===== config.mk =====
export PLATFORM = sky130hd
export DESIGN_NAME = alu_seq
export DESIGN_NICKNAME = d
export VERILOG_FILES = /design/src/rtl/alu_pkg.sv /design/src/rtl/alu_divider.sv /design/src/rtl/alu_seq.sv
export SDC_FILE = /design/constraint.sdc
export NUM_CORES = 1
export LEC_CHECK = 0
export CAP_MARGIN = 20
export CORE_AREA = 5 5 232 234
export DETAILED_ROUTE_END_ITERATION = 10
export DIE_AREA = 0 0 237 239
export PLACE_DENSITY_LB_ADDON = 0.1
export RECOVER_POWER = 100
export SLEW_MARGIN = 5
export SYNTH_ARGS = -nofsm -noshare
export SYNTH_HDL_FRONTEND = slang
export SYNTH_SLANG_ARGS = --single-unit

===== constraint.sdc =====
create_clock -name clk -period 4.8 [get_ports clk]
set_input_delay 0.96 -clock clk [delete_from_list [all_inputs] [get_ports clk]]
set_output_delay 0.96 -clock clk [all_outputs]
set_load 0.03 [all_outputs]

===== src/rtl/alu_pkg.sv =====
// Shared constants for the sequential Forth ALU: opcode map, error codes, FSM states.
// Latency: n/a (declarations only).
// Backpressure: n/a (declarations only).
package alu_pkg;

    // Opcode map, shared with the old combinational ALU
    localparam logic [3:0] ALU_NOP = 4'd0;   // illegal: res=0, err=ERR_ILL
    localparam logic [3:0] ALU_ADD = 4'd1;
    localparam logic [3:0] ALU_SUB = 4'd2;
    localparam logic [3:0] ALU_MUL = 4'd3;
    localparam logic [3:0] ALU_DIV = 4'd4;
    localparam logic [3:0] ALU_MOD = 4'd5;
    localparam logic [3:0] ALU_AND = 4'd6;
    localparam logic [3:0] ALU_OR  = 4'd7;
    localparam logic [3:0] ALU_XOR = 4'd8;
    localparam logic [3:0] ALU_NOT = 4'd9;   // ~B
    localparam logic [3:0] ALU_PSB = 4'd10;  // pass B
    localparam logic [3:0] ALU_SHL = 4'd11;
    localparam logic [3:0] ALU_SHR = 4'd12;  // logical
    localparam logic [3:0] ALU_LT  = 4'd13;  // signed
    localparam logic [3:0] ALU_GE  = 4'd14;  // signed
    localparam logic [3:0] ALU_EQ  = 4'd15;

    // Error codes reported alongside the result
    localparam logic [1:0] ERR_OK   = 2'd0;
    localparam logic [1:0] ERR_DIV0 = 2'd1;
    localparam logic [1:0] ERR_ILL  = 2'd2;

    // Control FSM. Single-cycle ops are evaluated on the accept edge, so
    // they go straight from IDLE to DONE without a separate execute state.
    typedef logic [1:0] alu_state_t;
    localparam alu_state_t S_IDLE = 2'd0;
    localparam alu_state_t S_MUL  = 2'd1;
    localparam alu_state_t S_DIV  = 2'd2;
    localparam alu_state_t S_DONE = 2'd3;

endpackage


===== src/rtl/alu_divider.sv =====
// Iterative signed restoring divider: truncating quotient, remainder takes the dividend's sign.
// Latency: start accepted on a clock edge, WIDTH magnitude iterations, then one sign-fix cycle with o_done=1.
// Backpressure: none; i_start is ignored while o_busy, and o_q/o_r are only valid while o_done.
//
// Ports:
//   clk, rst_n      clock, synchronous active-low reset
//   i_start         load i_a/i_b and begin (divisor must be non-zero)
//   i_a, i_b        signed dividend / divisor
//   o_busy          iteration or sign-fix in progress
//   o_done          one-cycle pulse, o_q/o_r valid this cycle
//   o_q, o_r        signed quotient / remainder
module alu_divider #(
    parameter int WIDTH = 16
) (
    input  logic             clk,
    input  logic             rst_n,
    input  logic             i_start,
    input  logic [WIDTH-1:0] i_a,
    input  logic [WIDTH-1:0] i_b,
    output logic             o_busy,
    output logic             o_done,
    output logic [WIDTH-1:0] o_q,
    output logic [WIDTH-1:0] o_r
);

    localparam int CW = $clog2(WIDTH);

    logic             r_run;
    logic             r_fix;
    logic [CW-1:0]    r_cnt;
    logic [WIDTH-1:0] r_quo;    // dividend shifts out the top, quotient bits shift in
    logic [WIDTH-1:0] r_rem;
    logic [WIDTH-1:0] r_dvs;    // divisor magnitude
    logic             r_neg_q;
    logic             r_neg_r;

    logic [WIDTH-1:0] w_abs_a;
    logic [WIDTH-1:0] w_abs_b;
    logic [WIDTH:0]   w_shift;
    logic [WIDTH:0]   w_diff;
    logic             w_fits;

    // |MIN| wraps to MIN, which as an unsigned magnitude is exactly right.
    assign w_abs_a = i_a[WIDTH-1] ? -i_a : i_a;
    assign w_abs_b = i_b[WIDTH-1] ? -i_b : i_b;

    // One extra bit: the shifted partial remainder can reach 2*divisor-1.
    assign w_shift = {r_rem, r_quo[WIDTH-1]};
    assign w_diff  = w_shift - {1'b0, r_dvs};
    assign w_fits  = ~w_diff[WIDTH];

    always_ff @(posedge clk) begin
        if (!rst_n) begin
            r_run   <= 1'b0;
            r_fix   <= 1'b0;
            r_cnt   <= '0;
            r_quo   <= '0;
            r_rem   <= '0;
            r_dvs   <= '0;
            r_neg_q <= 1'b0;
            r_neg_r <= 1'b0;
        end else if (i_start && !o_busy) begin
            r_quo   <= w_abs_a;
            r_dvs   <= w_abs_b;
            r_rem   <= '0;
            r_neg_q <= i_a[WIDTH-1] ^ i_b[WIDTH-1];
            r_neg_r <= i_a[WIDTH-1];
            r_cnt   <= '0;
            r_run   <= 1'b1;
            r_fix   <= 1'b0;
        end else if (r_run) begin
            r_rem <= w_fits ? w_diff[WIDTH-1:0] : w_shift[WIDTH-1:0];
            r_quo <= {r_quo[WIDTH-2:0], w_fits};
            r_cnt <= r_cnt + 1'b1;
            if (r_cnt == CW'(WIDTH - 1)) begin
                r_run <= 1'b0;
                r_fix <= 1'b1;
            end
        end else if (r_fix) begin
            r_fix <= 1'b0;
        end
    end

    assign o_busy = r_run | r_fix;
    assign o_done = r_fix;
    // Sign fix happens combinationally during the done cycle.
    assign o_q    = r_neg_q ? -r_quo : r_quo;
    assign o_r    = r_neg_r ? -r_rem : r_rem;

endmodule


===== src/rtl/alu_seq.sv =====
// Multi-cycle Forth ALU (A=NOS, B=TOS) with valid/ready handshake, iterative divider and optional sequential multiplier.
// Latency: single-cycle ops and divide-by-zero 1 cycle after accept; seq mul WIDTH+1; div/mod WIDTH+2.
// Backpressure: one op outstanding; in_ready only in IDLE; result held stable until out_valid&&out_ready.
//
// Ports:
//   clk, rst_n             clock, synchronous active-low reset
//   in_valid/in_ready      request handshake; op/a/b captured on accept
//   op                     4-bit opcode (see alu_pkg)
//   a, b                   signed operands
//   out_valid/out_ready    result handshake
//   res, err               result and error code (ERR_OK/ERR_DIV0/ERR_ILL)
module alu_seq
    import alu_pkg::*;
#(
    parameter int WIDTH   = 16,
    parameter int MUL_SEQ = 1
) (
    input  logic             clk,
    input  logic             rst_n,
    input  logic             in_valid,
    output logic             in_ready,
    input  logic [3:0]       op,
    input  logic [WIDTH-1:0] a,
    input  logic [WIDTH-1:0] b,
    output logic             out_valid,
    input  logic             out_ready,
    output logic [WIDTH-1:0] res,
    output logic [1:0]       err
);

    localparam int CW = $clog2(WIDTH);

    alu_state_t       r_state;
    logic [WIDTH-1:0] r_res;
    logic [1:0]       r_err;
    logic [CW-1:0]    r_cnt;
    logic [WIDTH-1:0] r_mcand;
    logic [WIDTH-1:0] r_mplier;
    logic [WIDTH-1:0] r_acc;
    logic             r_is_mod;

    logic             w_accept;
    logic             w_is_seq_mul;
    logic             w_is_divmod;
    logic             w_div_start;
    logic             w_div_busy;
    logic             w_div_done;
    logic [WIDTH-1:0] w_div_q;
    logic [WIDTH-1:0] w_div_r;
    logic [WIDTH-1:0] w_acc_next;
    logic             w_shamt_big;
    logic [WIDTH-1:0] w_res_1c;
    logic [1:0]       w_err_1c;

    assign in_ready  = (r_state == S_IDLE) && !w_div_busy;
    assign out_valid = (r_state == S_DONE);
    assign res       = r_res;
    assign err       = r_err;

    assign w_accept     = in_valid && in_ready;
    assign w_is_seq_mul = (MUL_SEQ != 0) && (op == ALU_MUL);
    assign w_is_divmod  = (op == ALU_DIV) || (op == ALU_MOD);
    // Divide by zero never starts the divider; it is answered on the accept edge.
    assign w_div_start  = w_accept && w_is_divmod && (b != '0);

    // Any bit at or above log2(WIDTH) set means the shift clears everything.
    assign w_shamt_big  = |b[WIDTH-1:CW];

    // Shift-add step: add the (pre-shifted) multiplicand when the current multiplier LSB is set.
    assign w_acc_next   = r_acc + (r_mplier[0] ? r_mcand : '0);

    // Results that are complete on the accept edge, taken straight from the ports.
    always_comb begin
        w_res_1c = '0;
        w_err_1c = ERR_OK;
        case (op)
            ALU_NOP: w_err_1c = ERR_ILL;
            ALU_ADD: w_res_1c = a + b;
            ALU_SUB: w_res_1c = a - b;
            ALU_MUL: w_res_1c = a * b;
            ALU_DIV: begin
                w_res_1c = '1;
                w_err_1c = ERR_DIV0;
            end
            ALU_MOD: begin
                w_res_1c = a;
                w_err_1c = ERR_DIV0;
            end
            ALU_AND: w_res_1c = a & b;
            ALU_OR:  w_res_1c = a | b;
            ALU_XOR: w_res_1c = a ^ b;
            ALU_NOT: w_res_1c = ~b;
            ALU_PSB: w_res_1c = b;
            ALU_SHL: w_res_1c = w_shamt_big ? '0 : (a << b[CW-1:0]);
            ALU_SHR: w_res_1c = w_shamt_big ? '0 : (a >> b[CW-1:0]);
            ALU_LT:  w_res_1c[0] = ($signed(a) <  $signed(b));
            ALU_GE:  w_res_1c[0] = ($signed(a) >= $signed(b));
            ALU_EQ:  w_res_1c[0] = (a == b);
            default: w_res_1c = '0;
        endcase
    end

    always_ff @(posedge clk) begin
        if (!rst_n) begin
            r_state  <= S_IDLE;
            r_res    <= '0;
            r_err    <= ERR_OK;
            r_cnt    <= '0;
            r_mcand  <= '0;
            r_mplier <= '0;
            r_acc    <= '0;
            r_is_mod <= 1'b0;
        end else begin
            case (r_state)
                S_IDLE: begin
                    if (w_accept) begin
                        if (w_is_seq_mul) begin
                            r_mcand  <= a;
                            r_mplier <= b;
                            r_acc    <= '0;
                            r_cnt    <= '0;
                            r_state  <= S_MUL;
                        end else if (w_div_start) begin
                            r_is_mod <= (op == ALU_MOD);
                            r_state  <= S_DIV;
                        end else begin
                            r_res    <= w_res_1c;
                            r_err    <= w_err_1c;
                            r_state  <= S_DONE;
                        end
                    end
                end
                S_MUL: begin
                    r_acc    <= w_acc_next;
                    r_mcand  <= r_mcand << 1;
                    r_mplier <= r_mplier >> 1;
                    r_cnt    <= r_cnt + 1'b1;
                    if (r_cnt == CW'(WIDTH - 1)) begin
                        r_res   <= w_acc_next;
                        r_err   <= ERR_OK;
                        r_state <= S_DONE;
                    end
                end
                S_DIV: begin
                    if (w_div_done) begin
                        r_res   <= r_is_mod ? w_div_r : w_div_q;
                        r_err   <= ERR_OK;
                        r_state <= S_DONE;
                    end
                end
                S_DONE: begin
                    // No accept in the retire cycle: in_ready rises one cycle later.
                    if (out_ready) begin
                        r_state <= S_IDLE;
                    end
                end
                default: r_state <= S_IDLE;
            endcase
        end
    end

    alu_divider #(
        .WIDTH (WIDTH)
    ) u_div (
        .clk     (clk),
        .rst_n   (rst_n),
        .i_start (w_div_start),
        .i_a     (a),
        .i_b     (b),
        .o_busy  (w_div_busy),
        .o_done  (w_div_done),
        .o_q     (w_div_q),
        .o_r     (w_div_r)
    );

endmodule

[After elaboration in Yosys (flattened, before gate mapping)]
Index checks and enable logic that the tools add are counted.
Cells by class
  $add $sub $neg: 10
  $lt $le $gt $ge: 2
  equality and inequality tests: 28
  shifts and indexed selects: 2
  mux-type cells: 48
  bitwise operators: 10
  reduce and logical (&&, ||, !) cells: 21
Operators by type and width (number)
  $mux W16: 22
  $pmux W15 S11: 1
  $pmux W16 S2: 3
  $neg A16 Y16: 4
  $pmux W16 S3: 1
  $eq A4 B4 Y1 const B: 10
  $add A16 B16 Y16: 2
  $mux W2: 10
  $sub A17 B16 Y17: 1
  $and A16 B16 Y16: 1
  $eq A16 B16 Y1: 1
  $eq A4 B3 Y1 const B: 4
  $ge A16 B16 Y1: 1
  $lt A16 B16 Y1: 1
  $not A16 Y16: 1
  $or A16 B16 Y16: 1
  $reduce_bool A16 Y1: 1
  $shl A16 B4 Y16: 1
  $shr A16 B4 Y16: 1
  $sub A16 B16 Y16: 1
  $xor A16 B16 Y16: 1
  $pmux W1 S14: 1
  $reduce_or A12 Y1: 1
  $ne A2 B2 Y1 const B: 5
  other kinds (27): 45
Word-level totals
  bits in registers: 129
  input port bits: 40
  output and inout bits: 20
  logic and storage cells: 137

[Longest topological paths before layout]
Gate-level depths: netlist (run 1).
  depth in word-level cells: 10
  depth in mapped cells: 14
  depth with buffers taken out: 12

[Hierarchy]
From an unflattened synthesis (run 1), not the netlist that was laid out.
Second synthesis, totals
  cells, all modules: 1729
  area total of the unflattened synthesis: 13021.2 sq um
By module, submodules not included
  alu_seq: times used 1, cells each 1177, area each 8629.5 sq um, seq. area each 1461.4 sq um
  alu_divider: times used 1, cells each 552, area each 4391.7 sq um, seq. area each 1121.1 sq um

[Least setup slack after synthesis (run 1)]
OpenSTA, ideal clock, no wires.
  path type: input -> register
  start point: in b[1]
  end point: reg r_res[13], in the netlist res[13]
  setup time: 0.119 ns
  arrival time: 3.573 ns
  required time: 4.681 ns
  path slack: 1.108 ns
  cell stages on the path: 12
  path buffers: 1
  cell sequence: buf_2 clkinv_1 ha_1 a211o_1 a2111oi_4 nor2_2 a21oi_4 o21ai_2 a221o_1 a211oi_2 o21ai_1 o221a_1
On the way
  word-level cells in the longest chain between the ends: 7
  elaborated cells between the ends (all ways): 15
  classes of those cells: 2 x add/sub; 1 x eq/ne; 2 x shift; 7 x mux; 3 x reduce/logical
RTL lines
  start: declaration: line alu_seq.sv:24  | input logic [WIDTH-1:0] b,
  branches (longest 7 deep; another with $sub A16 B16 Y16)
  end signal: assignment: line alu_seq.sv:127  | r_res <= w_res_1c;
  end signal: assignment: line alu_seq.sv:139  | r_res <= w_acc_next;
  end signal: assignment: line alu_seq.sv:146  | r_res <= r_is_mod ? w_div_r : w_div_q;
  end: declaration: line alu_seq.sv:34  | logic [WIDTH-1:0] r_res;
Several ways; the timed one is not identified. The select of a mux whose other input is x is not followed.
A chain may end at the register's enable or synchronous reset.

[Final worst setup path (run 1)]
  start point: in b[0]
  end point: reg u_div.r_quo[1]
On the way
  word-level cells in the longest chain between the ends: 4
  elaborated cells between the ends (all ways): 5
  classes of those cells: 1 x mux; 4 x reduce/logical
RTL lines
  $reduce_bool A16 Y1 (*): line alu_seq.sv:64  | assign w_div_start = w_accept && w_is_divmod && (b != '0);
  $logic_and A1 B1 Y1 (*): line alu_seq.sv:64
  $logic_and A1 B1 Y1 (*): line alu_divider.sv:62  | end else if (i_start && !o_busy) begin
  $mux W16 / $reduce_bool A2 Y1 (equally long branches)
  end signal: assignment: line alu_divider.sv:63  | r_quo <= w_abs_a;
  end signal: assignment: line alu_divider.sv:73  | r_quo <= {r_quo[WIDTH-2:0], w_fits};
  end: declaration: line alu_divider.sv:31  | logic [WIDTH-1:0] r_quo;
Every way passes the cells marked *; elsewhere a longest branch is shown, timed or not.

==> impl.org, run 1 <==
** Timing
- The worst path meets setup with 0.562 ns of slack.
- For the final routed database, the setup TNS stands at 0 ns.
- Max-slew violation total from the final report :: 29
- Worst Skew :: 0.00938 ns
- The smallest clock period supported by the final layout is computed as approximately 4.2 ns.
- The final number of hold-violating endpoints is 0.
- Setup repair after global routing left no endpoint under its margin.
- Setup violations remaining at the end of the flow were counted as 0.
- For the pin with the worst max-slew slack, the measured transition is 1.57 ns.
- Headroom to the max-slew limit came out at -4.85%.
- In the finished design, the share of the clock period the worst path needs comes to 88.3%.
- Maximum clock rate :: 236 MHz

** Drt
- Routed Antenna Nets :: 0
- For this block, the routed nets add up to 58700 um of wire.
- Routed length per instance :: ~24 um
- The first detailed-routing pass took 5 iterations.
- DRC violations left :: 0
- Initial detailed-routing violation count :: 1110
- Number of vias in the routed layout :: 13200
- Average via count per standard cell :: approximately 5.4

** Global route
- Most used routing layer in global routing :: met2
- Met3 capacity usage during global routing :: around 3%
- For this run, the total global-route usage over all layers was measured as 20.3%.
- The number of global-route vias before repair came to ~13000.
- Final global-route overflow total :: 0
- Fraction of met2 tracks used by global routing :: 32.3%
- Pin count of the biggest net entering global routing :: 74
- The number of antenna violations at the first check in global routing came to 0.
- First-pass GRT wire length :: 87000 um
- GR met1 Demand/Resource :: around 28%

** Setup path
- Slowest CP cell :: clkbuf_2
- STA puts the critical path data arrival time at 4.58 ns.
- The critical path in this run is classified as primary input to flop.
- At the worst endpoint, the required time is 5.15 ns.
- The signal on the critical path passes through dlygate4sd3_1 -> buf_12 -> inv_1 -> ha_1 -> nand4_1 -> o21ai_4 -> clkbuf_2 -> nor2_1 -> a221oi_1 -> nor2_1.
- Cell family with the largest share of critical-path delay :: buffers and inverters
- Together, buffers and inverters on the worst path number 4.
- Among the stages of the critical path, the cell type that occurs most often is nor2_1.
- CP startpoint kind :: primary input
- The worst setup path is captured at a flop.
- In this run the worst path has a maximum fanout of 45.
- Slowest Stage Delay on Critical Path :: 0.75 ns

** Clock network
- TritonCTS built the clock tree.
- After clock tree synthesis, the setup repair step added 0 buffers.
- Cts-stage hold buffer count :: 0
- Latest clock arrival within the worst-skew pair :: about 0.47 ns
- The number of gates resized after CTS was 0.
- Clock root buffer :: clkbuf_16
- Clock-pin slew reported for the worst setup and hold paths after clock tree synthesis :: roughly 0.06 ns
- Worst-case clock buffer depth :: 2
- Num CTS Buffers :: 17
- In this run the number of H-tree levels came out at 4.
- TritonCTS sink count :: 129

** Power and ir drop
- Maximum ir drop on the vdd rail :: 0.236 mV
- In this run, the combinational gates consume 48.0% of the power.
- Total power divided by cell area :: 356 nW/um^2
- Clock share of power :: approximately a quarter
- The internal portion of the total power is 2.89 mW.
- Net switching is a little under half of the power.
- Summed over all cells, the static leakage comes to 5.52 nW.
- Net Switching :: 2.39 mW
- Sequential share of power :: 25.6%

** Layout
- 0 antenna diodes ended up in the layout.
- From synthesis to final layout, the design area changed by 16.7%.
- Filler Cell Count :: 5686
- End-of-flow core utilization :: around 29%
- Cells with a size suffix above 1 make up 9.62% of the layout.
- The finished layout holds around 2500 standard cells, fillers aside.
- Finished Cell Area :: 14900 um^2
- Nets@finish :: 1890

** Die
- After floorplanning, the core was sized to cover 51800 um^2.
- Measured along the x axis, the die boundary spans 237 um.
- In this run the count of I/O pins placed on the die edge is 60.
- The initial utilization of the core area, before any placement, comes to 24.6%.
- Total die area :: 56600 um^2
- In this run the core area contains 84 standard-cell rows.
- Die span in y :: 239 um

** Logic synthesis
- In this run the mean area of a mapped cell was 7.39 um^2.
- Library cells used by synthesis :: 95
- EDFF count, synth :: 0
- Post-Syn Area :: approximately 13000 um^2
- In this run the biggest area consumer among cell types represents roughly a fifth of the synthesized area.
- For this run, the leading register cell type out of synthesis is dfxtp_1.
- After technology mapping, the gate count stands at around 1700.
- Top post-synthesis cells by area :: dfxtp_1 20%, ha_1 8.9%, a21oi_1 5.7%, o21ai_0 5.5%, nor2_1 5.3%
- Of all flip-flops after synthesis, the portion carrying an async set or reset was 0%.
- Post-synthesis cell type with the largest combined area :: dfxtp_1
- Number of warnings reported in the yosys synthesis log :: 0
- Number of nets in the synthesized netlist :: approximately 1900
- Seq/Total Area, Yosys :: 20.3%
- After synthesis the netlist holds a flip-flop and latch count of between 100 and 150.

** Placement
- Area after DPL :: 14300 um^2
- During placement, the flow inserted port buffers numbering 59.
- Placed wire-length estimate :: between 40000 and 50000 um
- At the placement stage, the worst setup path has a slack of 0.376 ns.
- Weighted congestion at the end of routability-driven global placement :: 0.957
- After detailed placement, the design holds a cell count of between 2000 and 2500.

** Status
- Violated checks :: max-capacitance violations, max-slew violations
- The run finished, with violations left.

** Job
- The tool flagged a number of max-cap violations equal to 1.

** Hold path
- Path type of the worst min-delay path :: flop to flop
==> per-stage QoR <==
stage               total power [mW]  hold WS, ns
global placement                3.95        0.446
global route                    5.60        0.473
finish                          5.29        0.453
floorplan                       2.99        0.432
CTS                             5.37        0.458
detailed placement              3.95        0.448
==> registers in the layout, summed over array words and instances (netlist names), 2 cells and up <==
name,cells
err,2
r_acc,16
r_cnt,4
r_mcand,16
r_mplier,16
r_state,2
res,16
u_div.r_cnt,4
u_div.r_dvs,16
u_div.r_quo,16
u_div.r_rem,16
==> layer usage <==
metal  up-vias  part of all wire [%]
met1      6385                    46
met3        87                   5.1
met2       422                    45
li1       6354                     -
met5         -                     0
met4         0                   4.1
==> worst register-to-register path, delay by kind of cell (launching register included) <==
kind	cells	cell delay, ns
flip-flops	1	0.36
XOR/XNOR	1	0.16
adder cells (fa/ha/maj)	1	0.43
buffers and inverters	2	0.72
AO/OA/AOI/OAI	1	0.63
AND/OR/NAND/NOR	5	1.19
==> kinds of logic (layout without fill, tap and decap cells) <==
group,after synthesis,after routing,share of synthesized area (%)
flip-flops,129,129,20.3
buffers and inverters,217,262,7.38
AND/OR/NAND/NOR,525,525,19.1
XOR/XNOR,83,83,5.71
AO/OA/AOI/OAI,603,603,31.3
multiplexers,71,71,6.67
adder cells (fa/ha/maj),95,95,9.57
==> worst paths after layout <==
kind	cells after the start	slack (ns)	from	end
max	10	0.56	b[0]	u_div.r_quo[1]
min	2	0.45	err[1]	err[1]
max reg2reg	10	1.19	r_state[1]	r_cnt[3]
min reg2reg	2	0.45	err[1]	err[1]
==> Yosys cell counts, types with 12 or more instances <==
master      n
o31ai_1    27
a21o_1     15
mux2i_1    50
buf_2      19
nand4_1    14
xor2_1     24
nor3_1     29
dfxtp_1   129
nand2b_1   12
inv_1      79
nor2_1    180
buf_1      12
nand3_1    42
ha_1       91
nand2_1   154
o21ai_1    13
or3_1      14
o21ai_0   139
clkbuf_1   90
a31oi_1    23
o21bai_1   13
a221oi_1   15
a221o_1    13
a21oi_1   145
a211oi_1   38
xnor2_1    59
nor2b_1    19
a22oi_1    14
and2_1     17
o211ai_1   43
==> power groups by stage <==
stage / logic [mW] / clock network [mW] / registers (mW)
final: 2.54 / 1.40 / 1.36
after global placement: 2.57 / 0 / 1.38
after floorplan: 1.55 / 0 / 1.43
after detailed placement: 2.57 / 0 / 1.38
after CTS: 2.58 / 1.44 / 1.36
after global routing: 2.75 / 1.48 / 1.38
==> final cells by class <==
class                           instances  area (um^2)  area share, %
Clock buffer                           18          429           2.89
Sequential cell                       129         2580           17.4
Tap cell                              688          861           5.80
Multi-Input combinational cell       1377         9230           62.2
Inverter                               83          312           2.10
Timing Repair Buffer                  147         1250           8.44
Clock inverter                         14          180           1.21
==> cells in the final DEF, fill, tap and decap left out, types with 8 or more instances in the layout <==
cell	n
xor2_1	24
clkdlybuf4s50_1	34
inv_1	79
nor2b_1	19
a22oi_1	14
nand4_1	14
buf_4	75
o22ai_1	10
a21oi_1	145
nand2b_1	12
a31oi_1	23
nand3_1	42
dlygate4sd3_1	22
a211oi_1	38
o221ai_1	11
mux4_2	10
a221o_1	13
clkbuf_1	9
dfxtp_1	128
o31ai_1	27
o21a_1	11
o211ai_1	43
nand2_1	154
o21ai_1	10
o21bai_1	13
mux2i_1	50
o21ai_0	140
or3_1	14
nor3_1	29
a221oi_1	15
clkbuf_16	17
and2_1	17
ha_1	90
xnor2_1	58
a21o_1	15
nor2_1	180
a211o_1	8
mux2_2	11
No activity file was read; power rests on OpenSTA's default activity.
==> inputs of run 2 (changes only) <==
--- a/config.mk
+++ b/config.mk
@@ -9,6 +9,7 @@
 export CORE_AREA = 5 5 232 234
 export DETAILED_ROUTE_END_ITERATION = 10
 export DIE_AREA = 0 0 237 239
+export GPL_TIMING_DRIVEN = 0
 export PLACE_DENSITY_LB_ADDON = 0.1
 export RECOVER_POWER = 100
 export SLEW_MARGIN = 5
==> impl.org, run 2 (same netlist as run 1, synthesis figures left out) <==
** Placement
- The placement-stage cell area was 14200 um^2 (was 14300 um^2).
- Placed wire-length estimate :: 50900 um (was 45700 um)
- The count of input and output buffers is 58 (was 59).
- Weighted congestion at the end of routability-driven global placement :: 0.976 (was 0.957)
- The post-placement cell count was 2469 (was 2424).

** Timing
- Worst Skew :: 0.00948 ns (was 0.00938 ns)
- Final critical-path required period :: 4.72 ns (was 4.24 ns)
- The final number of hold-violating endpoints was 0 (unchanged).
- Share of the cycle needed by the critical path after routing :: 98.3% (was 88.3%)
- Setup Viol. Count Final :: 0 (unchanged)
- Worst rel slew slack :: 7.23% (was -4.85%)
- The transition at the pin with the smallest max-transition slack came to 1.38 ns (was 1.57 ns).
- The highest attainable clock frequency came to 212 MHz (was 236 MHz).
- RSZ-0062 raised after global routing: no (unchanged).
- Max-slew violation total from the final report :: 0 (was 29)

** Drt
- Routed Antenna Nets :: 0 (unchanged)
- Initial detailed-routing violation count :: 1146 (was 1110)
- Average via count per standard cell :: 5.41 (was 5.39)
- Number of vias in the routed layout :: 13500 (was 13200)
- Routed length per instance :: 25.4 um (was 23.9 um)
- Total iterations of the first detailed-routing run :: 5 (unchanged)
- The total length of routed wires came to 63600 um (was 58700 um).
- The DRC violations left is 0 (unchanged).

** Layout
- The most frequent standard cell in the layout excluding fill and tap cells was nor2_1 (unchanged).
- The number of non-filler instances in the completed layout came to 2502 (was 2456).
- The number of nets in the layout was 1936 (was 1890).
- Highest-count cells in the layout ignoring fill and taps :: 180 x nor2_1, 154 x nand2_1, 144 x a21oi_1 (was 180 x nor2_1, 154 x nand2_1, 145 x a21oi_1)
- Finished Cell Area :: 14800 um^2 (was 14900 um^2)
- The antenna diode count is 0 (unchanged).
- Area grow syn2layout :: 15.9% (was 16.7%)
- Share of cells above drive strength 1 :: 6.89% (was 9.62%)

** Setup path
- The element type at the critical path end is a flop (unchanged).
- The element type at the critical path start is a primary input (unchanged).
- The maximum fanout along the worst path is 9 (was 45).
- Critical path data arrival time :: 5.05 ns (was 4.58 ns)
- Cell depth of the worst flop-to-flop path :: 14 (was 10)
- The launch instance of the worst register-to-register path is u_div.r_quo[15] (was r_state[1]).
- The required time at the endpoint of the critical path was 5.13 ns (was 5.15 ns).
- Endpoint of the worst-slack reg-to-reg timing path :: u_div.r_rem[11] (was r_cnt[3])
- The kind of critical path is primary input to flop (unchanged).
- The worst-case register-to-register setup slack is 1.34 ns (was 1.19 ns).

** Power and ir drop
- Combinational share of power :: 50.8% (was 48.0%)
- Power after layout :: 5.17 mW (was 5.29 mW)
- The switching part of the total power was 47.0% (was 45.2%).
- The sequential fraction of design power is 26.0% (was 25.6%).
- The maximum VDD drop came to 0.303 mV (was 0.236 mV).
- Total power divided by cell area :: 351 nW/um^2 (was 356 nW/um^2)
- The fraction of power consumed by the clock network came to 23.2% (was 26.4%).
- Net Switching :: 2.43 mW (was 2.39 mW)
- Internal Pwr Total :: 2.74 mW (was 2.89 mW)
- The static power due to leakage was 5.36 nW (was 5.52 nW).

** Clock network
- The number of buffers inserted during clock tree synthesis is 17 (unchanged).
- The CTS root buffer is clkbuf_16 (unchanged).
- The H-tree depth reported by CTS was 4 (unchanged).
- The insertion delay of the later-clocked pin in the worst-skew pair came to 0.44 ns (was 0.47 ns).
- Clock tree from TritonCTS :: yes (unchanged)
- Worst-case clock buffer depth :: 2 (unchanged)
- The clock transition at the registers of the reported paths was 0.06 ns (about the same).
- The number of sinks on the clock net was 129 (unchanged).

** Die
- Die span in y :: 239 um (unchanged)
- The initial core utilization came to 24.6% (unchanged).
- The die width came to 237 um (unchanged).
- Site row count :: 84 (unchanged)
- Count of boundary I/O pins :: 60 (unchanged)
- Total die area :: 56600 um^2 (unchanged)
- Placeable Area :: 51800 um^2 (unchanged)

** Job
- Max capacitance violation total :: 0 (was 1)

** Hold path
- Hold path startpoint :: err[1] (unchanged)
- Worst Hold Path Cells :: 2 (unchanged)
- Path type of the worst min-delay path :: flop to flop (unchanged)
- Destination of the worst hold path :: err[1] (unchanged)

** Global route
- Final global-route overflow total :: 0 (unchanged)
- The wire length of the first global-routing pass is 92700 um (was 87000 um).
- The global-route usage over all layers came to 21.8% (was 20.3%).
- The number of global-route vias before repair is 13100 (was 12900).
- The largest net degree at the start of global routing came to 17 (was 74).
- The number of antenna violations at the first check in global routing is 0 (unchanged).

** Status
- Result of the run :: complete, no violations (was finished with violations)
==> run 2: cell count changes in the layout (fill, tap and decap cells not counted), moves of 4 or more <==
| cell | previous run | this run |
|---|---|---|
| clkbuf_8 | 0 | 7 |
| clkbuf_2 | 1 | 7 |
| buf_12 | 4 | 0 |
| buf_2 | 3 | 18 |
| clkbuf_1 | 9 | 89 |
| buf_1 | 0 | 8 |
| buf_4 | 75 | 5 |
==> run 2: through the flow <==
| stage | util (%) | setup slack, ns | hold WS, ns | TNS [ns] |
|---|---|---|---|---|
| global placement | 27.3 | -0.943 | 0.443 | -6.36 |
| floorplan | - | 1.11 | 0.432 | 0 |
| global route | 28.5 | 0.0107 | 0.466 | 0 |
| finish | 28.5 | 0.0804 | 0.455 | 0 |
| detailed placement | 27.3 | -0.918 | 0.450 | -6.11 |
| CTS | 28.4 | 0.00671 | 0.458 | 0 |
==> run 2: layout make-up <==
class	instances	area [um^2]
sequential	129	2580
timing repair buffer	59	588
clock inverter	13	91.3
buffer	134	636
inverter	83	317
clock buffer	19	443
fill	5704	37100
tap	688	861
multi-input combinational	1377	9240
==> run 2: power by group through the flow <==
stage	logic, mW	clock network, mW	registers, mW
6_report	2.63	1.20	1.34
5_1_grt	2.83	1.27	1.36
4_1_cts	2.63	1.23	1.34
3_5_place_dp	2.62	0	1.37
3_3_place_gp	2.62	0	1.37
2_1_floorplan	1.55	0	1.43
==> run 2: routing by layer <==
metal,GRT usage [%],vias to the layer above,routed length [um]
li1,-,6456,-
met1,30.0,6582,29400
met2,36.0,428,29400
met3,1.80,71,2640
met4,7.82,0,2120
met5,0,-,0
==> run 2: critical path, cell delays in order <==
cell and delay, ns:
clkdlybuf4s50_1 0.55, clkbuf_1 0.56, inv_1 0.39, ha_1 0.40, buf_6 0.14, and4_1 0.23, a221oi_1 0.34, o21ai_2 0.12
a21oi_4 0.18, o21ai_2 0.12, a221o_1 0.36, a211oi_2 0.30, o21ai_1 0.14, o221a_1 0.25
==> run 2: timing repair <==
item / 4_1_cts / 5_1_grt
buffers inserted: 0 / 0
setup endpoints to repair: 7 / 5
hold buffers: 0 / 0
gates resized for setup: 7 / 12
==> run 2: worst max path at each step <==
stage,from,to,cells after the start
3_5_place_dp,b[1],res[9],13
3_3_place_gp,b[1],res[9],13
5_1_grt,b[3],res[9],14
4_1_cts,a[5],res[14],13
2_1_floorplan,b[1],res[13],12
6_report,a[7],res[13],14
==> inputs of run 3 (changes only) <==
--- a/config.mk
+++ b/config.mk
@@ -5,10 +5,11 @@
 export SDC_FILE = /design/constraint.sdc
 export NUM_CORES = 1
 export LEC_CHECK = 0
+export ABC_AREA = 1
 export CAP_MARGIN = 20
-export CORE_AREA = 5 5 232 234
+export CORE_AREA = 5 5 236 238
 export DETAILED_ROUTE_END_ITERATION = 10
-export DIE_AREA = 0 0 237 239
+export DIE_AREA = 0 0 241 243
 export GPL_TIMING_DRIVEN = 0
 export PLACE_DENSITY_LB_ADDON = 0.1
 export RECOVER_POWER = 100
==> impl.org, run 3 <==
** Status
- Result of the run :: complete, no violations (unchanged)

** Layout
- Share of cells above drive strength 1 :: 3.65% (was 6.89%)
- The share of the core filled with cells is 28.2% (was 28.5%).
- The sequential cell area came to 2580 um^2 (unchanged).
- The combined area of the multi-input logic cells came to 9130 um^2 (was 9240 um^2).
- The count of filler cells inserted in the layout was 6203 (was 5704).
- Highest-count cells in the layout ignoring fill and taps: 679 x nand2_1, 238 x nand3_1, 215 x inv_1 (was 180 x nor2_1, 154 x nand2_1, 144 x a21oi_1).
- Nets@finish :: 2476 (was 1936)
- Area grow syn2layout :: 14.8% (was 15.9%)
- The most frequent standard cell in the layout excluding fill and tap cells is nand2_1 (was nor2_1).

** Power and ir drop
- The maximum VDD drop came to 0.187 mV (was 0.303 mV).
- Total power divided by cell area :: 374 nW/um^2 (was 351 nW/um^2)
- Leakage power of the design :: 7.00 nW (was 5.36 nW)
- Sequential share of power :: 25.5% (was 26.0%)
- The combinational fraction of design power was 51.2% (was 50.8%).
- Internal Pwr Total :: 2.90 mW (was 2.74 mW)
- Clock share of power :: 23.3% (was 23.2%)
- Power after layout :: 5.63 mW (was 5.17 mW)
- Net Switching :: 2.73 mW (was 2.43 mW)
- Switching Fraction :: 48.5% (was 47.0%)

** Timing
- Worst Skew :: 0.0103 ns (was 0.00948 ns)
- The final setup violation count was 0 (unchanged).
- Slew at the pin closest to its max-slew limit :: 0.917 ns (was 1.38 ns)
- Max-slew violation total from the final report :: 0 (unchanged)
- Worst rel slew slack :: 38.6% (was 7.23%)
- RSZ-0062 raised after global routing :: no (unchanged)
- Final critical-path required period :: 4.47 ns (was 4.72 ns)
- Final hold viol count :: 0 (unchanged)
- The highest attainable clock frequency was 224 MHz (was 212 MHz).
- The setup total negative slack was 0 ns (unchanged).
- The final critical-path share of the clock period was 93.2% (was 98.3%).

** Clock network
- Clock tree from TritonCTS :: yes (unchanged)
- The H-tree depth reported by CTS is 4 (unchanged).
- The number of sinks on the clock net is 129 (unchanged).
- Clock-pin slew reported for the worst setup and hold paths after clock tree synthesis :: 0.06 ns (about the same)
- The count of hold-fix buffers inserted at cts came to 0 (unchanged).
- The insertion delay of the later-clocked pin in the worst-skew pair was 0.45 ns (was 0.44 ns).
- The count of instances resized after the clock tree is built is 0 (was 7).
- The CTS root buffer was clkbuf_16 (unchanged).
- Setup Fix Bufs, Post-CTS :: 0 (unchanged)
- The number of buffers inserted during clock tree synthesis came to 17 (unchanged).
- Worst-case clock buffer depth :: 2 (unchanged)

** Setup path
- The signal arrival time at the worst endpoint came to 4.85 ns (was 5.05 ns).
- Setup crit end kind :: flop (unchanged)
- The required time at the endpoint of the critical path is 5.18 ns (was 5.13 ns).
- The maximum fanout along the worst path is 12 (was 9).
- Category of the critical setup timing path :: primary input to flop (unchanged)
- The element type at the critical path start is a primary input (unchanged).

** Die
- The number of rows in the core area is 85 (was 84).
- Width of the chip :: 241 um (was 237 um)
- Placeable Area :: 53400 um^2 (was 51800 um^2)
- The I/O pin count was 60 (unchanged).
- The area of the die came to 58600 um^2 (was 56600 um^2).
- The height of the die was 243 um (was 239 um).
- Starting density of the core :: 24.6% (about the same)

** Placement
- Weighted congestion at the end of routability-driven global placement :: 0.953 (was 0.976)
- Placed wire-length estimate :: 51000 um (was 50900 um)
- The count of input and output buffers was 59 (was 58).

** Logic synthesis
- Library cells used by synthesis :: 53 (was 95)
- Post-synthesis register bit count :: 129 (unchanged)
- The average instance area after synthesis is 5.80 um^2 (was 7.39 um^2).
- Share of flip-flops with an asynchronous set or reset :: 0% (unchanged)
- Top FF cell, synth :: dfxtp_1 (unchanged)
- The post-synthesis net count came to 2398 (was 1858).
- Synthesized instance count :: 2263 (was 1723)
- Top post-synthesis cells by area :: dfxtp_1 20%, nand2_1 19%, nand3_1 9.0%, ha_1 8.7%, a21oi_1 7.2% (was dfxtp_1 20%, ha_1 8.9%, a21oi_1 5.7%, o21ai_0 5.5%, nor2_1 5.3%)
- The cell accounting for the most synthesized area is dfxtp_1 (unchanged).
- Post-Syn Area :: 13100 um^2 (was 12700 um^2)
- Seq/Total Area, Yosys :: 19.7% (was 20.3%)
- Top-count cell post-synth :: nand2_1 (was nor2_1)
- Number of warnings reported in the yosys synthesis log :: 0 (unchanged)
- Most frequent cells after synthesis: 679 x nand2_1, 236 x nand3_1, 212 x inv_1 (was 180 x nor2_1, 154 x nand2_1, 145 x a21oi_1).
- The number of flops mapped to enable cells by yosys is 0 (unchanged).
- Proportion of netlist area held by the largest area contributor :: 19.7% (was 20.3%)

** Drt
- The routed wirelength normalized by instance count came to 20.8 um (was 25.4 um).
- Initial detailed-routing violation count :: 1262 (was 1146)
- The via density per instance is 5.11 (was 5.41).
- Detailed Route WL :: 63500 um (was 63600 um)
- The DRC violations left came to 0 (unchanged).
- The number of nets still failing antenna checks after routing came to 0 (unchanged).
- Total iterations of the first detailed-routing run :: 6 (was 5)
- Number of vias in the routed layout :: 15600 (was 13500)

** Hold path
- The class of the tightest hold or removal check is flop to flop (unchanged).

** Job
- The max capacitance violation total was 0 (unchanged).

** Global route
- The number of antenna violations at the first check in global routing came to 0 (unchanged).
- The aggregate global routing overflow came to 0 (unchanged).
- GRT Overall Usage :: 21.0% (was 21.8%)
- The largest net degree at the start of global routing is 17 (unchanged).
- The wire length of the first global-routing pass came to 93700 um (was 92700 um).
- Number of global-route vias before repair :: 14800 (was 13100)
run 3: cell types whose count changed in the layout (fill, tap and decap cells not counted), moves of 23 or more:
| cell | previous run | this run |
|---|---|---|
| o211ai_1 | 43 | 20 |
| inv_1 | 80 | 215 |
| o31ai_1 | 25 | 1 |
| nand3_1 | 42 | 238 |
| a21oi_1 | 144 | 191 |
| a211oi_1 | 37 | 3 |
| nand2_1 | 154 | 679 |
| o21ai_0 | 141 | 179 |
| mux2i_1 | 50 | 0 |
| xnor2_1 | 59 | 6 |
run 3: per-layer routing:
metal | routed length [um] | GRT usage (%)
met5 | 0 | 0
met4 | 2110 | 7.22
met3 | 3800 | 3.69
met2 | 28400 | 32.9
met1 | 29200 | 28.9
run 3: cells by family (layout without fill, tap and decap cells):
logic type               after synthesis  in the layout  share of synthesized area (%)
other                                  0              1                              0
AND/OR/NAND/NOR                     1188           1188                           38.3
XOR/XNOR                              33             33                           2.20
flip-flops                           129            129                           19.7
buffers and inverters                334            424                           10.4
AO/OA/AOI/OAI                        484            484                           20.2
adder cells (fa/ha/maj)               95             95                           9.28
run 3: cell type report:
| type | instances | share of cell area [%] |
|---|---|---|
| diodes | 1 | 0.0166 |
| plain buffers | 105 | 3.08 |
| clock buffers | 18 | 2.85 |
| clock inverters | 13 | 0.921 |
| inverters | 229 | 5.71 |
| multi-input cells | 1800 | 60.6 |
| flip-flops and latches | 129 | 17.1 |
| well taps | 696 | 5.78 |
| repair buffers | 59 | 3.92 |
run 3: worst paths after layout:
path,endpoint,slack [ns],from,cells past startpoint
hold / removal,r_mplier[5],0.47,r_mplier[6],2
setup / recovery,res[8],0.33,b[1],11
hold reg to reg,r_mplier[5],0.47,r_mplier[6],2
setup reg to reg,res[12],1.58,r_mplier[0],15
run 3: through the flow:
stage          hold slack [ns]  setup slack (ns)  std cells  instance area, um^2
4_1_cts                  0.468             0.484       3049                15200
5_1_grt                  0.492             0.109       3049                15100
3_5_place_dp             0.461           0.00324       3018                14600
3_3_place_gp             0.457            0.0440       3018                14600
6_report                 0.472             0.327       3050                15100
2_1_floorplan            0.440              1.96       2263                13100
run 3: critical path: stages:
cell	delay, ns
dlygate4sd3_1	0.69
inv_1	0.41
clkbuf_1	0.57
ha_1	0.29
nand3_1	0.14
o21ai_1	0.58
nand4_1	0.37
clkinvlp_2	0.27
clkbuf_2	0.28
o21ai_0	0.13
a21oi_1	0.14
run 3: power groups by stage:
stage,logic (mW),clock network [mW],registers (mW)
floorplan,1.87,0,1.52
global placement,2.96,0,1.46
detailed placement,2.95,0,1.46
CTS,2.96,1.34,1.44
global route,3.21,1.38,1.46
finish,2.88,1.31,1.43
